File: config.mk
export PLATFORM = sky130hd
export DESIGN_NAME = cpu_instr_loader
export DESIGN_NICKNAME = d
export VERILOG_FILES = /design/src/rtl/cpu_bus_pkg.sv /design/src/rtl/instr_assembler.sv /design/src/rtl/cpu_instr_loader.sv
export SDC_FILE = /design/constraint.sdc
export NUM_CORES = 1
export LEC_CHECK = 0
export CORE_ASPECT_RATIO = 1.2
export CORE_MARGIN = 2
export CORE_UTILIZATION = 48
export CTS_CLUSTER_SIZE = 30
export DETAILED_ROUTE_END_ITERATION = 10
export GPL_ROUTABILITY_DRIVEN = 0
export PLACE_DENSITY = 0.79
export SLEW_MARGIN = 25
export SYNTH_ARGS = -nofsm -noshare
export SYNTH_HDL_FRONTEND = slang
export SYNTH_SLANG_ARGS = --single-unit
File: constraint.sdc
create_clock -name clk -period 2.7 [get_ports clk]
set_input_delay 0.405 -clock clk [delete_from_list [all_inputs] [get_ports clk]]
set_output_delay 0.405 -clock clk [all_outputs]
set_load 0.005 [all_outputs]
File: src/rtl/cpu_bus_pkg.sv
// Shared types and bit positions for the CPU-bus instruction loader.
package cpu_bus_pkg;

    typedef enum logic [1:0] {
        IDLE = 2'd0,
        RUN  = 2'd1,
        DONE = 2'd2
    } state_t;

    // Control word bit positions (write to the all-ones bus address)
    localparam int CTRL_START    = 0;
    localparam int CTRL_IRQ_CLR  = 1;
    localparam int CTRL_PROG_CLR = 2;
    localparam int CTRL_ERR_CLR  = 3;

    // cpu_status bit positions: {err, busy, done, prog_valid}
    localparam int STAT_PROG_VALID = 0;
    localparam int STAT_DONE       = 1;
    localparam int STAT_BUSY       = 2;
    localparam int STAT_ERR        = 3;

    // Width of the beat-index field; at least one bit even for single-beat instructions
    function automatic int beat_bits(input int beats);
        return (beats <= 1) ? 1 : $clog2(beats);
    endfunction

endpackage

File: src/rtl/instr_assembler.sv
// Collects bus beats into a full instruction and issues one registered IMEM write
// when the top beat arrives. Lower beats may come in any order and be rewritten.
module instr_assembler
    import cpu_bus_pkg::*;
#(
    parameter int BUS_W   = 32,
    parameter int INSTR_W = 64,
    parameter int IDX_W   = 8,
    localparam int BEATS    = INSTR_W / BUS_W,
    localparam int BEAT_BIT = beat_bits(BEATS)
) (
    input  logic                clk,
    input  logic                rst_n,
    input  logic                beat_wr,
    input  logic [BEAT_BIT-1:0] beat_idx,
    input  logic [IDX_W-1:0]    instr_idx,
    input  logic [BUS_W-1:0]    beat_data,
    input  logic                mask_clr,
    output logic                commit,
    output logic                incomplete,
    output logic                imem_we,
    output logic [IDX_W-1:0]    imem_waddr,
    output logic [INSTR_W-1:0]  imem_wdata
);

    logic [BEATS-1:0][BUS_W-1:0] beat_buf;
    logic [BEATS-1:0][BUS_W-1:0] merged;
    logic [BEATS-1:0]            mask;
    logic                        in_range;
    logic                        last_beat;
    logic                        mask_full;

    // Beat decode; the top beat is implicitly present when it triggers the write
    always_comb begin
        in_range   = (32'(beat_idx) < BEATS);
        last_beat  = (32'(beat_idx) == BEATS - 1);
        mask_full  = &(mask | (BEATS'(1) << (BEATS - 1)));
        commit     = beat_wr && in_range && last_beat;
        incomplete = commit && !mask_full;
        merged     = beat_buf;
        if (in_range) begin
            merged[beat_idx] = beat_data;
        end
    end

    // Beat buffer, presence mask and registered IMEM write port
    always_ff @(posedge clk or negedge rst_n) begin
        if (!rst_n) begin
            beat_buf   <= '0;
            mask       <= '0;
            imem_we    <= 1'b0;
            imem_waddr <= '0;
            imem_wdata <= '0;
        end else begin
            imem_we <= 1'b0;
            if (mask_clr) begin
                mask <= '0;
            end
            if (beat_wr && in_range) begin
                beat_buf[beat_idx] <= beat_data;
                if (last_beat) begin
                    mask       <= '0;
                    imem_we    <= 1'b1;
                    imem_waddr <= instr_idx;
                    imem_wdata <= merged;
                end else begin
                    mask[beat_idx] <= 1'b1;
                end
            end
        end
    end

endmodule

File: src/rtl/cpu_instr_loader.sv
// CPU bus to accelerator IMEM bridge: instruction assembly, control word,
// run/done sequencing and completion interrupt.
module cpu_instr_loader
    import cpu_bus_pkg::*;
#(
    parameter int BUS_W         = 32,
    parameter int INSTR_W       = 64,
    parameter int INSTR_NUM_BIT = 8,
    localparam int BEATS    = INSTR_W / BUS_W,
    localparam int BEAT_BIT = beat_bits(BEATS),
    localparam int ADDR_W   = INSTR_NUM_BIT + BEAT_BIT
) (
    input  logic                     clk,
    input  logic                     rst_n,
    input  logic                     cpu_valid,
    output logic                     cpu_ready,
    input  logic [ADDR_W-1:0]        cpu_addr,
    input  logic [BUS_W-1:0]         cpu_data,
    output logic                     cpu_irq,
    output logic [3:0]               cpu_status,
    output logic                     imem_we,
    output logic [INSTR_NUM_BIT-1:0] imem_waddr,
    output logic [INSTR_W-1:0]       imem_wdata,
    output logic                     core_start,
    output logic [INSTR_NUM_BIT:0]   core_instr_count,
    input  logic                     core_done
);

    state_t                   state, state_nxt;
    logic                     start_nxt;
    logic                     err, err_nxt;
    logic                     xfer, is_ctrl, ctrl_xfer, instr_xfer;
    logic                     beat_wr, prog_clr_go;
    logic                     commit, incomplete;
    logic [BEAT_BIT-1:0]      beat_idx;
    logic [INSTR_NUM_BIT-1:0] instr_idx;
    logic [INSTR_NUM_BIT:0]   count_cand;
    logic                     prog_valid;

    // Bus decode
    always_comb begin
        xfer        = cpu_valid && cpu_ready;
        is_ctrl     = &cpu_addr;
        ctrl_xfer   = xfer && is_ctrl;
        instr_xfer  = xfer && !is_ctrl;
        beat_idx    = cpu_addr[BEAT_BIT-1:0];
        instr_idx   = cpu_addr[ADDR_W-1:BEAT_BIT];
        beat_wr     = instr_xfer && (state == IDLE);
        prog_clr_go = ctrl_xfer && cpu_data[CTRL_PROG_CLR] && (state != RUN);
        count_cand  = (INSTR_NUM_BIT+1)'(instr_idx) + (INSTR_NUM_BIT+1)'(1);
        prog_valid  = (core_instr_count != '0);
    end

    instr_assembler #(
        .BUS_W   (BUS_W),
        .INSTR_W (INSTR_W),
        .IDX_W   (INSTR_NUM_BIT)
    ) u_asm (
        .clk        (clk),
        .rst_n      (rst_n),
        .beat_wr    (beat_wr),
        .beat_idx   (beat_idx),
        .instr_idx  (instr_idx),
        .beat_data  (cpu_data),
        .mask_clr   (prog_clr_go),
        .commit     (commit),
        .incomplete (incomplete),
        .imem_we    (imem_we),
        .imem_waddr (imem_waddr),
        .imem_wdata (imem_wdata)
    );

    // Next state, start pulse and sticky error; a new error beats ERR_CLR
    always_comb begin
        state_nxt = state;
        start_nxt = 1'b0;
        err_nxt   = err;
        case (state)
            IDLE: begin
                if (ctrl_xfer && cpu_data[CTRL_START] && prog_valid) begin
                    state_nxt = RUN;
                    start_nxt = 1'b1;
                end
            end
            RUN: begin
                if (core_done) begin
                    state_nxt = DONE;
                end
            end
            DONE: begin
                if (ctrl_xfer && cpu_data[CTRL_START]) begin
                    state_nxt = RUN;
                    start_nxt = 1'b1;
                end else if (ctrl_xfer && cpu_data[CTRL_IRQ_CLR]) begin
                    state_nxt = IDLE;
                end
            end
            default: state_nxt = IDLE;
        endcase
        if (ctrl_xfer && cpu_data[CTRL_ERR_CLR]) begin
            err_nxt = 1'b0;
        end
        if (incomplete ||
            (instr_xfer && state == DONE) ||
            (ctrl_xfer && state == IDLE && cpu_data[CTRL_START] && !prog_valid)) begin
            err_nxt = 1'b1;
        end
    end

    // Control state registers
    always_ff @(posedge clk or negedge rst_n) begin
        if (!rst_n) begin
            state      <= IDLE;
            core_start <= 1'b0;
            err        <= 1'b0;
        end else begin
            state      <= state_nxt;
            core_start <= start_nxt;
            err        <= err_nxt;
        end
    end

    // Program length tracks the highest instruction index written
    always_ff @(posedge clk or negedge rst_n) begin
        if (!rst_n) begin
            core_instr_count <= '0;
        end else if (prog_clr_go) begin
            core_instr_count <= '0;
        end else if (commit && (count_cand > core_instr_count)) begin
            core_instr_count <= count_cand;
        end
    end

    assign cpu_ready  = (state != RUN);
    assign cpu_irq    = (state == DONE);
    assign cpu_status = {err, (state == RUN), (state == DONE), prog_valid};

endmodule
Yosys cells after proc, flatten, opt, wreduce, memory -nomap -nowiden
Index checks and enable logic that the tools add are counted.
Operators by class
  bitwise gates (word level): 1
  $lt $le $gt $ge: 3
  eq/ne operators: 6
  reductions and logical operators: 30
  multiplexer cells: 22
  add/subtract/negate cells: 1
Operators with widths (count)
  64-bit bitwise mux: 1
  32-bit demux with 1-bit select: 1
  32-bit two-way mux: 1
  1-bit logical AND: 18
  9-bit two-way mux: 2
  2-bit two-way mux: 7
  8-bit by 1-bit adder with 9-bit output, second input constant: 1
  9-bit > comparator: 1
  9-bit AND reduction: 1
  9-bit nonzero test: 1
  1-bit two-way mux: 7
  2-bit one-hot mux with 3 select lines: 1
  2-bit by 1-bit != test with 1-bit output, second input constant: 2
  2-bit nonzero test: 2
  1-bit logical NOT: 3
  3-bit by 1-bit != test with 1-bit output, second input constant: 1
  3-bit AND reduction: 1
  2-bit by 1-bit == test with 1-bit output, second input constant: 1
  2-bit == test, second input constant: 1
  2-bit logical NOT: 1
  1-bit logical OR: 2
  1-bit by 2-bit less-than comparator with 1-bit output, second input constant: 1
  2-bit != test, second input constant: 1
  2-bit OR: 1
  4 further kinds: 4
Word-level totals
  flip-flop bits (word level): 152
  output and inout bits: 89

Logic depth before layout (Yosys ltp)
Gate-level depths: netlist (run 1).
  depth in word-level cells: 9
  mapped depth: 10

By module
Synthesis (run 1) repeated with hierarchy kept, for this count alone.
Second synthesis, totals
  cells, all modules: 377
  area, all modules: 5084.9 sq um
Modules (own cells, without submodules)
  instr_assembler: cells an instance 268, area an instance 4058.9 sq um, seq. area each 2652.5 sq um, instances 1
  cpu_instr_loader: cells an instance 109, area an instance 1026.0 sq um, seq. area each 325.3 sq um, instances 1

Worst setup path before layout (run 1)
OpenSTA, ideal clock, no wires.
  path kind: input port to flip-flop
  start point: in cpu_addr[4]
  end point: reg core_instr_count[2]
  stages: 10
  setup slack: 0.124 ns
  data arrival time: 2.451 ns
  cell sequence: and4_4 -> and2_1 -> nand2_1 -> xnor2_1 -> ha_1 -> nand3_1 -> nor4_1 -> a211oi_1 -> a211oi_4 -> mux2_2
On the way
  cells in the longest elaborated chain, start to end: 7
  elaborated cells on any way between the ends: 13
  classes of those cells: add/sub: 1; order compare: 1; mux: 1; reduce/logical: 10
Ends and longest elaborated chain
  from (decl): RTL line cpu_instr_loader.sv:17  | input logic [ADDR_W-1:0] cpu_addr,
  parallel branches: the longest is 7 deep, another holds 8-bit by 1-bit adder with 9-bit output
  to (signal assigned): RTL line cpu_instr_loader.sv:130  | core_instr_count <= count_cand;
  to (decl): RTL line cpu_instr_loader.sv:25  | output logic [INSTR_NUM_BIT:0] core_instr_count,
Several ways; the timed one is not identified.
A chain may end at the register's enable or synchronous reset.

Worst setup path in the final report (run 1)
  start point: in cpu_addr[7]
  end point: reg core_instr_count[8]
Same word-level chain as after synthesis.

==> results of run 1 <==
## state kept, by name (all words and copies together) (netlist names)
| register | flops |
|---|---|
| u_asm.beat_buf | 32 |
| state | 2 |
| u_asm.mask | 1 |
| core_start | 1 |
| core_instr_count | 9 |
| err | 1 |
| u_asm.imem_waddr | 8 |
| u_asm.imem_wdata | 64 |
| u_asm.imem_we | 1 |
## final cells by class
class	count	area, um^2	area share (%)
sequential	119	2978	41.01
multi-input combinational	331	1912	26.33
timing repair buffer	156	1565	21.55
clock buffer	19	452.9	6.237
tap	126	157.7	2.171
clock inverter	13	147.6	2.033
inverter	13	48.80	0.6720
## metrics by stage
stage               setup TNS [ns]  instances
finish                           0        777
global route                     0        777
CTS                              0        777
detailed placement          -4.977        745
global placement            -3.476        745
floorplan                        0        488
## power breakdown
group	switching [mW]	internal, mW	leakage (nW)
registers	0.204	2.14	1.44
clock network	0.826	1.41	0.282
logic	0.466	0.706	1.81
## timing repair
| item | in CTS | in global routing |
|---|---|---|
| endpoints found under the setup margin | 9 | 7 |
| gates resized for setup | 9 | 16 |
| hold buffers | 0 | 0 |
| pin swaps | 2 | 6 |
## kinds of logic (layout without fill, tap and decap cells)
group,after synthesis,in the layout,share of synthesized area (%)
muxes,41,41,9.230
AOI/OAI and AO/OA,21,21,3.018
DFF,119,119,59.86
buffers and inverters,38,201,3.395
and+or+nand+nor,253,253,20.93
adders and majority gates,10,10,2.515
xor gates and xnor gates,6,6,1.056
## path summary, 6_finish.rpt
path | to | slack (ns) | cells past startpoint | startpoint
hold / removal | u_asm.imem_wdata[7] | 0.0008 | 1 | rst_n
hold reg to reg | u_asm.imem_wdata[3] | 0.46 | 2 | u_asm.beat_buf[3]
setup / recovery | core_instr_count[8] | 0.11 | 12 | cpu_addr[7]
setup reg to reg | core_instr_count[8] | 0.58 | 8 | core_instr_count[4]
min in group clk | u_asm.imem_waddr[3] | 0.38 | 4 | cpu_addr[4]
max in group asynchronous | u_asm.imem_wdata[50] | 1.99 | 2 | rst_n
## placed cells by master, fill, tap and decap left out, types with 3 or more instances in the layout
master | synthesis | routed
clkbuf_16 | 0 | 17
mux2_2 | 39 | 39
clkinvlp_4 | 0 | 4
inv_1 | 12 | 12
nand2_1 | 227 | 226
dlymetal6s2s_1 | 0 | 6
dfrtp_1 | 119 | 119
clkinv_4 | 0 | 4
buf_12 | 0 | 3
buf_6 | 0 | 3
clkdlybuf4s50_1 | 0 | 126
a21oi_1 | 8 | 8
ha_1 | 10 | 9
buf_4 | 4 | 18
## critical path, cell delays in order
cell	delay [ns]
clkdlybuf4s50_1	0.52
and2_4	0.17
nand2_2	0.06
xnor2_2	0.15
ha_1	0.33
nand3_2	0.11
buf_6	0.15
nor2_4	0.12
a211oi_4	0.08
a211oi_4	0.28
buf_6	0.17
mux2_2	0.34
## layer usage
metal | wire length, um | vias up
met2 | 6533 | 135
li1 | - | 1862
met3 | 654 | 30
met4 | 375 | 0
met5 | 0 | -
met1 | 4988 | 1964
==> key figures, run 1 <==
STA
  • Min cycle time layout: 2.588 ns
  • Slew @ Worst Pin: 0.6335 ns
  • Max-slew violations: 0
  • # setup viols final: 0
  • Crit share post-route: 95.84%
  • Worst clock skew: 0.006664 ns
  • Post-layout worst setup margin: 0.1124 ns
  • Final Hold Viols: 0
  • RSZ-0062 raised after global routing: no
  • Max transition margin: 57.77%
  • Fmax: 0.3865 GHz
  • WHS: 0.0007855 ns

Logic synthesis
  • Netlist Area Pre-Place: 4975 um^2
  • FF+latch count, synth: 119
  • Synth top area cells: dfrtp_1 60%, nand2_1 17%, mux2_2 8.8%
  • Yosys warns: 0
  • EDFF count, synth: 0
  • Yosys top cell area share: 59.86%
  • Syn Nets: 543
  • Area leader, netlist: dfrtp_1
  • Top_reg_cell synth: dfrtp_1
  • FFs w/ async S/R, synth: 100.0%
  • Avg Inst Size Synth: 10.19 um^2
  • Most frequent cells after synthesis: 227 x nand2_1, 119 x dfrtp_1, 39 x mux2_2, 12 x inv_1, 10 x ha_1
  • Sequential share of the synthesized area: 59.86%
  • Mapped Cells: 488
  • Synth unique cells: 39
  • Top-count cell post-synth: nand2_1

Routing
  • Vias per cell: 5.136
  • Vias: 3991
  • DRT iter0 DRCs: 164
  • Remaining DRCs: 0
  • Drt pass-1 iters: 4
  • DRT antenna net count: 0
  • Routed WL: 12550 um
  • WL/cell: 16.15 um

Critical path
  • Endpoint kind of the worst setup timing path: flip-flop
  • Arrival time worst endpoint: 2.88 ns
  • CP required: 2.99 ns
  • Kind of start point of the critical path: input pin
  • Crit Path Max Fanout: 5
  • Setup CP Type: in2reg

Clocking
  • CTS root buffer: clkbuf_16
  • Clock Tree Buf Depth: 2
  • Clk_lat worst skew: 0.41 ns
  • Clock-pin transition on the worst setup and hold timing paths: 0.06 ns
  • TritonCTS Buffers: 17
  • TritonCTS Sinks: 119
  • CTS tree: done
  • H-tree depth: 4
  • Post-CTS Setup Inserts: 0

Min path
  • Hold/Removal Path Class: in2async

Finish
  • Ant diodes: 0
  • Share of layout cells above drive strength 1: 17.82%
  • P&R area growth vs syn: 45.98%
  • Fill cells: 716
  • Post-route cell area: 7262 um^2
  • Layout Utilization: 72.19%
  • Fin nets: 693

Pwr
  • Cell Pwr Density: 793.2 nW/um^2
  • Final Total Pwr: 5.760 mW
  • Lkg Pwr: 3.526 nW
  • Worst vdd ir: 0.5225 mV

Placement
  • Area after DPL: 6553 um^2
  • Detailed Place HPWL: 8435 um
  • PortBufs: 133
  • DP Worst Slack: -0.6015 ns

Floorplanning
  • I/O Pins: 134
  • Die Y: 115.5 um
  • Initial Utilization: 49.45%
  • Core Area: 10060 um^2
  • Row cnt: 40
  • Width of the die: 96.94 um
  • DIE AREA: 11200 um^2

Outcome
  • Outcome: finished, final reports clean

GRT
  • Vias in the first global route: 4263
  • Initial antenna violation count: 0
  • Congestion Overflow GR: 0
  • GRT Total Usage: 23.31%
  • GRT met1 Usage: 27.20%
  • Busiest grt layer: met2
  • GR met3 Demand/Resource: 7.177%
  • First-pass GRT wire length: 20650 um
  • Largest net degree at the start of global routing: 54
  • Global routing usage on met2: 40.37%

Job
  • Max_cap viols: 0
No activity file was read; power rests on OpenSTA's default activity.
==> run 2: changes to the inputs <==
- CAP_MARGIN: not set -> 10
==> results of run 2 <==
The final DEF is identical to that of run 1; final timing and power are the same.
